===== config.mk =====
export PLATFORM = sky130hd
export DESIGN_NAME = multicycle_datapath
export DESIGN_NICKNAME = d
export VERILOG_FILES = /design/src/rtl/cpu_pkg.sv /design/src/rtl/register_file.sv /design/src/rtl/multicycle_datapath.sv
export SDC_FILE = /design/constraint.sdc
export NUM_CORES = 1
export LEC_CHECK = 0
export CAP_MARGIN = 20
export CORE_MARGIN = 1.5
export CORE_UTILIZATION = 54
export DETAILED_ROUTE_END_ITERATION = 8
export GPL_ROUTABILITY_DRIVEN = 0
export PLACE_DENSITY_LB_ADDON = 0.2
export SYNTH_ARGS = -nofsm -noshare
export SYNTH_HDL_FRONTEND = slang
export SYNTH_SLANG_ARGS = --single-unit

===== constraint.sdc =====
create_clock -name clk -period 9.1 [get_ports clk]
set_input_delay 2.73 -clock clk [delete_from_list [all_inputs] [get_ports clk]]
set_output_delay 2.73 -clock clk [all_outputs]
set_load 0.01 [all_outputs]

===== src/rtl/cpu_pkg.sv =====
// Shared definitions for the multi-cycle accumulator CPU: widths, control
// encodings and instruction field constants used by controller and datapath.
package cpu_pkg;

  localparam int unsigned DATA_W = 16;
  localparam int unsigned ADR_W  = 12;
  localparam int unsigned REG_N  = 8;
  localparam int unsigned REG_AW = 3;
  localparam int unsigned OPC_W  = 4;

  // Instruction field positions
  localparam int unsigned RI_LSB  = 9;
  localparam int unsigned RI_MSB  = RI_LSB + REG_AW - 1;
  localparam int unsigned ADR9_W  = 9;

  typedef enum logic [1:0] {
    ALU_ADD = 2'b00,
    ALU_SUB = 2'b01,
    ALU_AND = 2'b10,
    ALU_OR  = 2'b11
  } alu_op_e;

  typedef enum logic [1:0] {
    SRC_B_REG  = 2'b00,
    SRC_B_ONE  = 2'b01,
    SRC_B_IMM  = 2'b10,
    SRC_B_ZERO = 2'b11
  } src_b_e;

  typedef enum logic [1:0] {
    PC_SEL_ALU  = 2'b00,
    PC_SEL_IMM  = 2'b01,
    PC_SEL_PAGE = 2'b10,
    PC_SEL_HOLD = 2'b11
  } pc_sel_e;

  typedef enum logic [2:0] {
    WB_MDR    = 3'b000,
    WB_A      = 3'b001,
    WB_B      = 3'b010,
    WB_ALUOUT = 3'b011,
    WB_NOT_A  = 3'b100
  } wb_sel_e;

  // Opcodes live in IR[15:12]
  localparam logic [OPC_W-1:0] OPC_ALU   = 4'h0;
  localparam logic [OPC_W-1:0] OPC_LOAD  = 4'h1;
  localparam logic [OPC_W-1:0] OPC_JUMP  = 4'h2;
  localparam logic [OPC_W-1:0] OPC_STORE = 4'h3;
  localparam logic [OPC_W-1:0] OPC_BRZ   = 4'h4;
  localparam logic [OPC_W-1:0] OPC_ADDI  = 4'hC;
  localparam logic [OPC_W-1:0] OPC_SUBI  = 4'hD;
  localparam logic [OPC_W-1:0] OPC_ANDI  = 4'hE;
  localparam logic [OPC_W-1:0] OPC_ORI   = 4'hF;

  // Function codes for OPC_ALU live in IR[2:0]
  localparam logic [2:0] FUNC_ADD       = 3'd0;
  localparam logic [2:0] FUNC_SUB       = 3'd1;
  localparam logic [2:0] FUNC_AND       = 3'd2;
  localparam logic [2:0] FUNC_OR        = 3'd3;
  localparam logic [2:0] FUNC_NOT       = 3'd4;
  localparam logic [2:0] FUNC_MOVE_TO   = 3'd5;
  localparam logic [2:0] FUNC_MOVE_FROM = 3'd6;

  function automatic logic [DATA_W-1:0] sext_imm(input logic [ADR_W-1:0] imm);
    return {{(DATA_W - ADR_W){imm[ADR_W-1]}}, imm};
  endfunction

endpackage


===== src/rtl/register_file.sv =====
// 8x16 register file: R0 accumulator read port, R[ri] read port, one
// synchronous write port. Reads are combinational.
module register_file
  import cpu_pkg::*;
(
  input  logic              clk,
  input  logic              rst,
  input  logic              we,
  input  logic [REG_AW-1:0] wadr,
  input  logic [DATA_W-1:0] wdata,
  input  logic [REG_AW-1:0] radr,
  output logic [DATA_W-1:0] r0_data,
  output logic [DATA_W-1:0] rdata
);

  logic [DATA_W-1:0] regs [REG_N];

  always_ff @(posedge clk or posedge rst) begin
    if (rst) begin
      for (int i = 0; i < int'(REG_N); i++) begin
        regs[i] <= '0;
      end
    end else if (we) begin
      regs[wadr] <= wdata;
    end
  end

  assign r0_data = regs[0];
  assign rdata   = regs[radr];

endmodule


===== src/rtl/multicycle_datapath.sv =====
// Datapath of the 16-bit multi-cycle accumulator CPU: PC, IR, MDR, operand
// latches, ALU/ALUout and register file, steered by the controller each cycle.
module multicycle_datapath
  import cpu_pkg::*;
(
  input  logic              clk,
  input  logic              rst,
  input  logic              mem_read,
  input  logic              IR_write,
  input  logic              alu_src_a,
  input  logic [1:0]        alu_src_b,
  input  logic [1:0]        alu_op,
  input  logic              mem_adr_sel,
  input  logic              pc_write,
  input  logic              pc_write_cond,
  input  logic [1:0]        pc_sel,
  input  logic              reg_write_en,
  input  logic              reg_write_adr,
  input  logic [2:0]        reg_write_sel,
  input  logic [DATA_W-1:0] mem_rdata,
  output logic [ADR_W-1:0]  mem_adr,
  output logic [DATA_W-1:0] mem_wdata,
  output logic [DATA_W-1:0] inst,
  output logic              zero
);

  logic [ADR_W-1:0]  pc;
  logic [ADR_W-1:0]  pc_next;
  logic              pc_load;
  logic [DATA_W-1:0] ir;
  logic [DATA_W-1:0] mdr;
  logic [DATA_W-1:0] a;
  logic [DATA_W-1:0] b;
  logic [DATA_W-1:0] alu_out;
  logic [DATA_W-1:0] alu_a;
  logic [DATA_W-1:0] alu_b;
  logic [DATA_W-1:0] alu_result;
  logic [DATA_W-1:0] r0_data;
  logic [DATA_W-1:0] ri_data;
  logic [DATA_W-1:0] rf_wdata;
  logic [REG_AW-1:0] ri;
  logic [REG_AW-1:0] rf_wadr;
  logic [ADR_W-1:0]  imm;

  assign ri  = ir[RI_MSB:RI_LSB];
  assign imm = ir[ADR_W-1:0];

  register_file u_register_file (
    .clk     (clk),
    .rst     (rst),
    .we      (reg_write_en),
    .wadr    (rf_wadr),
    .wdata   (rf_wdata),
    .radr    (ri),
    .r0_data (r0_data),
    .rdata   (ri_data)
  );

  // ALU operand muxes and function
  always_comb begin
    alu_a = alu_src_a ? a : DATA_W'(pc);
    alu_b = '0;
    case (src_b_e'(alu_src_b))
      SRC_B_REG:  alu_b = b;
      SRC_B_ONE:  alu_b = DATA_W'(1);
      SRC_B_IMM:  alu_b = sext_imm(imm);
      SRC_B_ZERO: alu_b = '0;
      default:    alu_b = '0;
    endcase
  end

  always_comb begin
    alu_result = '0;
    case (alu_op_e'(alu_op))
      ALU_ADD: alu_result = alu_a + alu_b;
      ALU_SUB: alu_result = alu_a - alu_b;
      ALU_AND: alu_result = alu_a & alu_b;
      ALU_OR:  alu_result = alu_a | alu_b;
      default: alu_result = '0;
    endcase
  end

  assign zero = (alu_result == '0);

  // Next-PC selection; unconditional write dominates the branch condition
  always_comb begin
    pc_load = pc_write | (pc_write_cond & zero);
    pc_next = pc;
    case (pc_sel_e'(pc_sel))
      PC_SEL_ALU:  pc_next = alu_result[ADR_W-1:0];
      PC_SEL_IMM:  pc_next = imm;
      PC_SEL_PAGE: pc_next = {pc[ADR_W-1:ADR9_W], ir[ADR9_W-1:0]};
      PC_SEL_HOLD: pc_next = pc;
      default:     pc_next = pc;
    endcase
  end

  // Write-back source and destination; ri comes from the IR before any same-edge load
  always_comb begin
    rf_wadr  = reg_write_adr ? ri : REG_AW'(0);
    rf_wdata = '0;
    case (reg_write_sel)
      WB_MDR:    rf_wdata = mdr;
      WB_A:      rf_wdata = a;
      WB_B:      rf_wdata = b;
      WB_ALUOUT: rf_wdata = alu_out;
      WB_NOT_A:  rf_wdata = ~a;
      default:   rf_wdata = '0;
    endcase
  end

  always_ff @(posedge clk or posedge rst) begin
    if (rst) begin
      pc      <= '0;
      ir      <= '0;
      mdr     <= '0;
      a       <= '0;
      b       <= '0;
      alu_out <= '0;
    end else begin
      a       <= r0_data;
      b       <= ri_data;
      alu_out <= alu_result;
      if (mem_read) mdr <= mem_rdata;
      if (IR_write) ir <= mem_rdata;
      if (pc_load)  pc <= pc_next;
    end
  end

  assign mem_adr   = mem_adr_sel ? imm : pc;
  assign mem_wdata = a;
  assign inst      = ir;

endmodule


Yosys cells after proc, flatten, opt, wreduce, memory -nomap -nowiden
Index checks and enable logic that the tools add are counted.

Bits in registers: 220. Input port bits: 35. Output and inout port bits: 45. Word-level logic and storage cells: 63.

$add $sub $neg: 2. Magnitude comparators: 3. Eq/ne operators: 13. Muxes and demuxes: 13. Bitwise operators: 9. Reduce and logical (&&, ||, !) cells: 8.

Operators by type and width (count): $bwmux 128 (1); $pmux 16 s4 (2); $pmux 16 s5 (1); $mux 16 (4); $bmux 16 s3 (1); $demux 16 s3 (1); $pmux 12 s3 (1); $add 16x16->16 (1); $and 16x16->16 (1); $logic_not 16->1 (1); $not 16->16 (1); $or 16x16->16 (1); $sub 16x16->16 (1); $eq 2x2->1 const B (6); $mux 12 (1); $ge 4x4->1 const B (2); $not 3->4 (2); $eq 2x1->1 const B (3); $eq 3x2->1 const B (2); $logic_not 2->1 (3); $lt 4x1->1 const B (1); $eq 3x1->1 const B (1); $eq 3x3->1 const B (1); $logic_not 3->1 (1); 7 further kinds (8).

Longest topological paths before layout
Depth in word-level cells: 8. Mapped depth: 20. Gate-level depth less buffers: 18.

Hierarchy
From an unflattened synthesis, not the netlist that was laid out.

Cell total of the unflattened synthesis: 983. Area, all modules: 12264.3 sq um.

Modules (own cells, without submodules): multicycle_datapath (times used 1, cells an instance 629, area an instance 6134.6 sq um); register_file (times used 1, cells an instance 354, area an instance 6129.6 sq um).

Worst setup path before layout
No wires, ideal clock.

Path kind: input to output. Start: in alu_src_b[1]. End: out zero. Arrival: 6775 ps. Slack: -405 ps. Cell stages on the path: 17. Path through: buf_6 > mux2i_1 > nor2_1 > or2_2 > nor3_1 > o21ai_0 > o41ai_1 > xor2_1 > ha_1 > a21oi_1 > o21ai_0 > a2111oi_0 > a211o_1 > a311oi_1 > o32a_1 > or4_4 > nor4b_4.

Longest elaborated chain between the ends: 5. Elaborated cells between the ends (all ways): 11. Those cells by class: 2 x add/sub; 3 x eq/ne; 2 x mux; 2 x bitwise; 2 x reduce/logical.

RTL lines: start, declared (RTL line multicycle_datapath.sv:11) `input logic [1:0] alu_src_b,`; $eq 2x2->1 (tied with other cells) (RTL line multicycle_datapath.sv:63) `case (src_b_e'(alu_src_b))`; $pmux 16 s4 (*) (RTL line multicycle_datapath.sv:63); $sub 16x16->16 (tied with other cells) (RTL line multicycle_datapath.sv:76) `ALU_SUB: alu_result = alu_a - alu_b;`; $pmux 16 s4 (*) (RTL line multicycle_datapath.sv:74) `case (alu_op_e'(alu_op))`; $logic_not 16->1 (*) (RTL line multicycle_datapath.sv:83) `assign zero = (alu_result == '0);`; end, declared (RTL line multicycle_datapath.sv:24) `output logic zero`.

Every way passes the cells marked *; elsewhere a longest branch is shown, timed or not.

Worst setup path in the final report
Start: in alu_src_b[0]. End: out zero.

Longest elaborated chain between the ends: 5. Elaborated cells between the ends (all ways): 11. Those cells by class: 2 x add/sub; 3 x eq/ne; 2 x mux; 2 x bitwise; 2 x reduce/logical.

RTL lines: $eq 2x2->1 (tied with other cells) (RTL line multicycle_datapath.sv:63); $pmux 16 s4 (*) (RTL line multicycle_datapath.sv:63); $sub 16x16->16 (tied with other cells) (RTL line multicycle_datapath.sv:76); $pmux 16 s4 (*) (RTL line multicycle_datapath.sv:74); named net alu_result[8] (RTL line multicycle_datapath.sv:37) `logic [DATA_W-1:0] alu_result;`; $logic_not 16->1 (*) (RTL line multicycle_datapath.sv:83).

The timed path passes the listed nets; every way through them passes the cells marked *.

==> impl_metrics.ini <==
[outcome]
status = finished, violations left
violations = negative setup slack

[sta]
finalCritPeriodShare_pct = 105
slew_viol_final = 0
relSlewSlack_pct = 33.8
setup_viol = 1
hold_slack_ps = 398
worst_clock_skew_ps = 15.2
fin_setup_tns_ps = -465
finalCriticalPeriod_ps = 9570
fin_ws_ps = -465
fmax_ghz = 0.105
hold_violations = 0
max_slew.worst_pin.slew_ps = 990
rsz0062_at_grt = yes

[clock_network]
cts_root_buf = clkbuf_16
cts_hold_buf = 0
cts_num_sinks = 220
htreeDepth = 1
cts_tree = built
cts_buffers = 24
clock_path_buffers = 3
clock_latency_ps = 520
clkTransAtPathRegs_ps = 60

[synth]
synth_edf_count = 0
async_flop_share_pct = 100
ys_ff_latch = 220
yosysUniqueCellTypes = 70
synth_nets = 1116
syn-cell-area_sq_um = 11400
synthesis.instances = 1063
synth_warnings = 0
ys_seq_area_share_pct = 48.1
avgSynthCellArea_sq_um = 10.8
synth_ff_type = dfrtp_1

[power_and_ir_drop]
clkPwrFrac_pct = 22.6
switching_power_mw = 1.42
p_sw_share_pct = 34.0
ir_worst_vdd_uv = 122
p_per_area_nw_per_um2 = 293
p_seq_share_pct = 37.5
p_int_mw = 2.76
p_leak_nw = 6.24
pwr-share-comb_pct = 39.9

[critical_path]
critical_path_class = input pin to primary output
slowest_stage = or4_4
regToRegEndpoint = pc[4]
crit_fanout = 5
required_ps = 6370
crit_family = simple AND/OR/NAND/NOR gates
critPathMaxStageDelay_ps = 520
r2r-start = b[0]
critical_path.cell_chain = buf_2, nor3_2, o22ai_2, or2_4, nor3_4, nor2_2, xnor2_1, ha_1, o21ai_2, or2_1, a311oi_2, a2bb2oi_2, or4b_1, or4_4, or4_4, nor4b_4, buf_2
reg2reg_depth = 21
cp-start-kind = input pin
cp-end-kind = primary output
arrival_ps = 6840
path_buf_inv = 2
ff2ff_setup_slack_ps = 3860

[drt]
viasPerCell = 5.96
wl_per_cell_um = 20.8
vias = 9046
drc = 0
firstDrtPassIters = 5
drtAntennaViolNets = 0
wl_um = 31600
drt-initial-drc-count = 646

[global_route]
grt_max_degree = 138
grt_first_pass_wirelength_um = 50600
grt_pass1_vias = 9236
gr-total-overflow = 0
grt_usage_pct = 29.8
grt_antenna_before_repair = 0

[floorplanning]
dieArea_sq_um = 22100
die_w_um = 149
fp.coreArea_sq_um = 20900
ioPinCount = 80
initial_core_util_pct = 54.8
row_count = 53
die-height_um = 149

[layout]
drive_gt1_share_pct = 27.8
nNetsFinal = 1280
diodes = 0
finish.instance_area_sq_um = 14200
final_util_pct = 68.2
instances_no_fill = 1518
syn_to_final_growth_pct = 24.5
layout_commonest_cell = dfrtp_1
final_cell_mix = 218 x dfrtp_1, 174 x nor2_1, 149 x a21oi_1

[placement]
io_buffers = 79
dpl.hpwl_um = 22100
placed_area_sq_um = 13300
placed_cells = 1469

[job]
drv_cap = 0

[min_path]
holdPathEnd = mem_wdata[5]
min-delay-start = u_register_file.r0_data[5]
whs_path_depth = 0
min-delay-path-class = register to register
[worst register-to-register path: stages, from the launching register on]
cell     delay, ps
dfrtp_1        440
nor3_2         240
o22ai_2        100
or2_4          260
nor3_4         240
o21ai_2        100
o41ai_2        390
xor2_1         280
ha_4           270
a21oi_4        140
buf_4          120
nor2_1          30
a211o_1        300
buf_4          150
or3_1          340
o311a_1        130
o31ai_1        260
mux2i_1        150
nor4b_4        160
buf_4          170
a31oi_4        500
mux2_4         350
[power by group through the flow]
stage	Sequential (mW)	Combinational (mW)	Clock [mW]
CTS	1.56	1.63	0.956
global route	1.60	1.82	0.996
detailed placement	1.57	1.60	0
finish	1.57	1.67	0.945
floorplan	1.48	1.02	0
global placement	1.55	1.56	0
[layer usage]
layer	GRT usage (%)	vias to the layer above	wire length [um]	share of wire (%)
met4	8.71	0	897	2.8
li1	-	4153	-	-
met5	0	-	0	0
met3	4.14	67	1840	5.8
met1	40.5	4512	13400	42
met2	50.3	314	15500	49
[final cells by class]
type	instances	area, sq um
Sequential cell	220	5510
Clock inverter	8	68.8
Tap cell	275	344
Clock buffer	34	699
Multi-Input combinational cell	758	5790
Inverter	17	71.3
Timing Repair Buffer	206	1770
Fill cell	1568	6640
[flip-flops by register name, summed over array words and instances (netlist names)]
signal                   count
mem_wdata                   16
pc                          12
alu_out                     16
u_register_file.r0_data     16
mdr                         16
inst                        16
b                           16
u_register_file.regs       112
[Yosys cell counts, types with 3 or more instances]
cell,n,area [sq um]
a211oi_1,5,37.5
a21o_1,8,60.1
a21oi_1,152,761
a22o_1,9,78.8
a311oi_1,3,26.3
and2_1,5,31.3
buf_1,13,48.8
clkbuf_1,50,188
dfrtp_1,220,5510
ha_1,17,213
inv_1,16,60.1
maj3_1,6,60.1
mux2_1,4,45.0
mux2_2,68,766
mux2_4,11,165
mux2i_1,14,140
mux4_2,48,1080
nand2_1,59,221
nand2b_1,8,50.1
nand3_1,8,40.0
nand3b_1,4,30.0
nor2_1,181,679
nor2b_1,4,25.0
nor3_1,11,55.1
nor4b_1,3,26.3
o21ai_0,36,180
o21ai_1,4,20.0
o21bai_1,4,30.0
o22ai_1,6,37.5
o31ai_1,8,60.1
or2_2,3,18.8
or3_1,4,25.0
or4_1,3,22.5
xnor2_1,6,52.6
xor2_1,15,131
[stage by stage]
step           total power, mW  setup WS [ps]
5_1_grt                   4.42           -648
2_1_floorplan             2.50          -45.1
4_1_cts                   4.15           -269
3_5_place_dp              3.17          -1360
3_3_place_gp              3.12          -1300
6_report                  4.18           -465
[how the worst max path moves through the flow]
stage | startpoint | endpoint | slack (ps) | cells past startpoint
after detailed placement | alu_src_b[1] | zero | -1360 | 17
after global placement | alu_src_b[1] | zero | -1300 | 17
after global routing | alu_src_b[0] | zero | -650 | 17
after CTS | alu_src_b[0] | zero | -270 | 17
after floorplan | alu_src_b[1] | zero | -50 | 16
final | alu_src_b[0] | zero | -470 | 17
[cell families after synthesis]
group	Yosys count	share of synthesized area, %
AOI/OAI and AO/OA	258	13.2
muxes	147	19.5
adders and majority gates	25	2.66
xor gates and xnor gates	21	1.61
buffers and inverters	85	3.04
and+or+nand+nor	307	11.9
DFF	220	48.1
[timing repair]
item | 4_1_cts | 5_1_grt
setup endpoints to repair | 1 | 1
pin swaps | 12 | 15
buffers inserted | 3 | 2
gates resized for setup | 26 | 13
No activity file was read; power rests on OpenSTA's default activity.
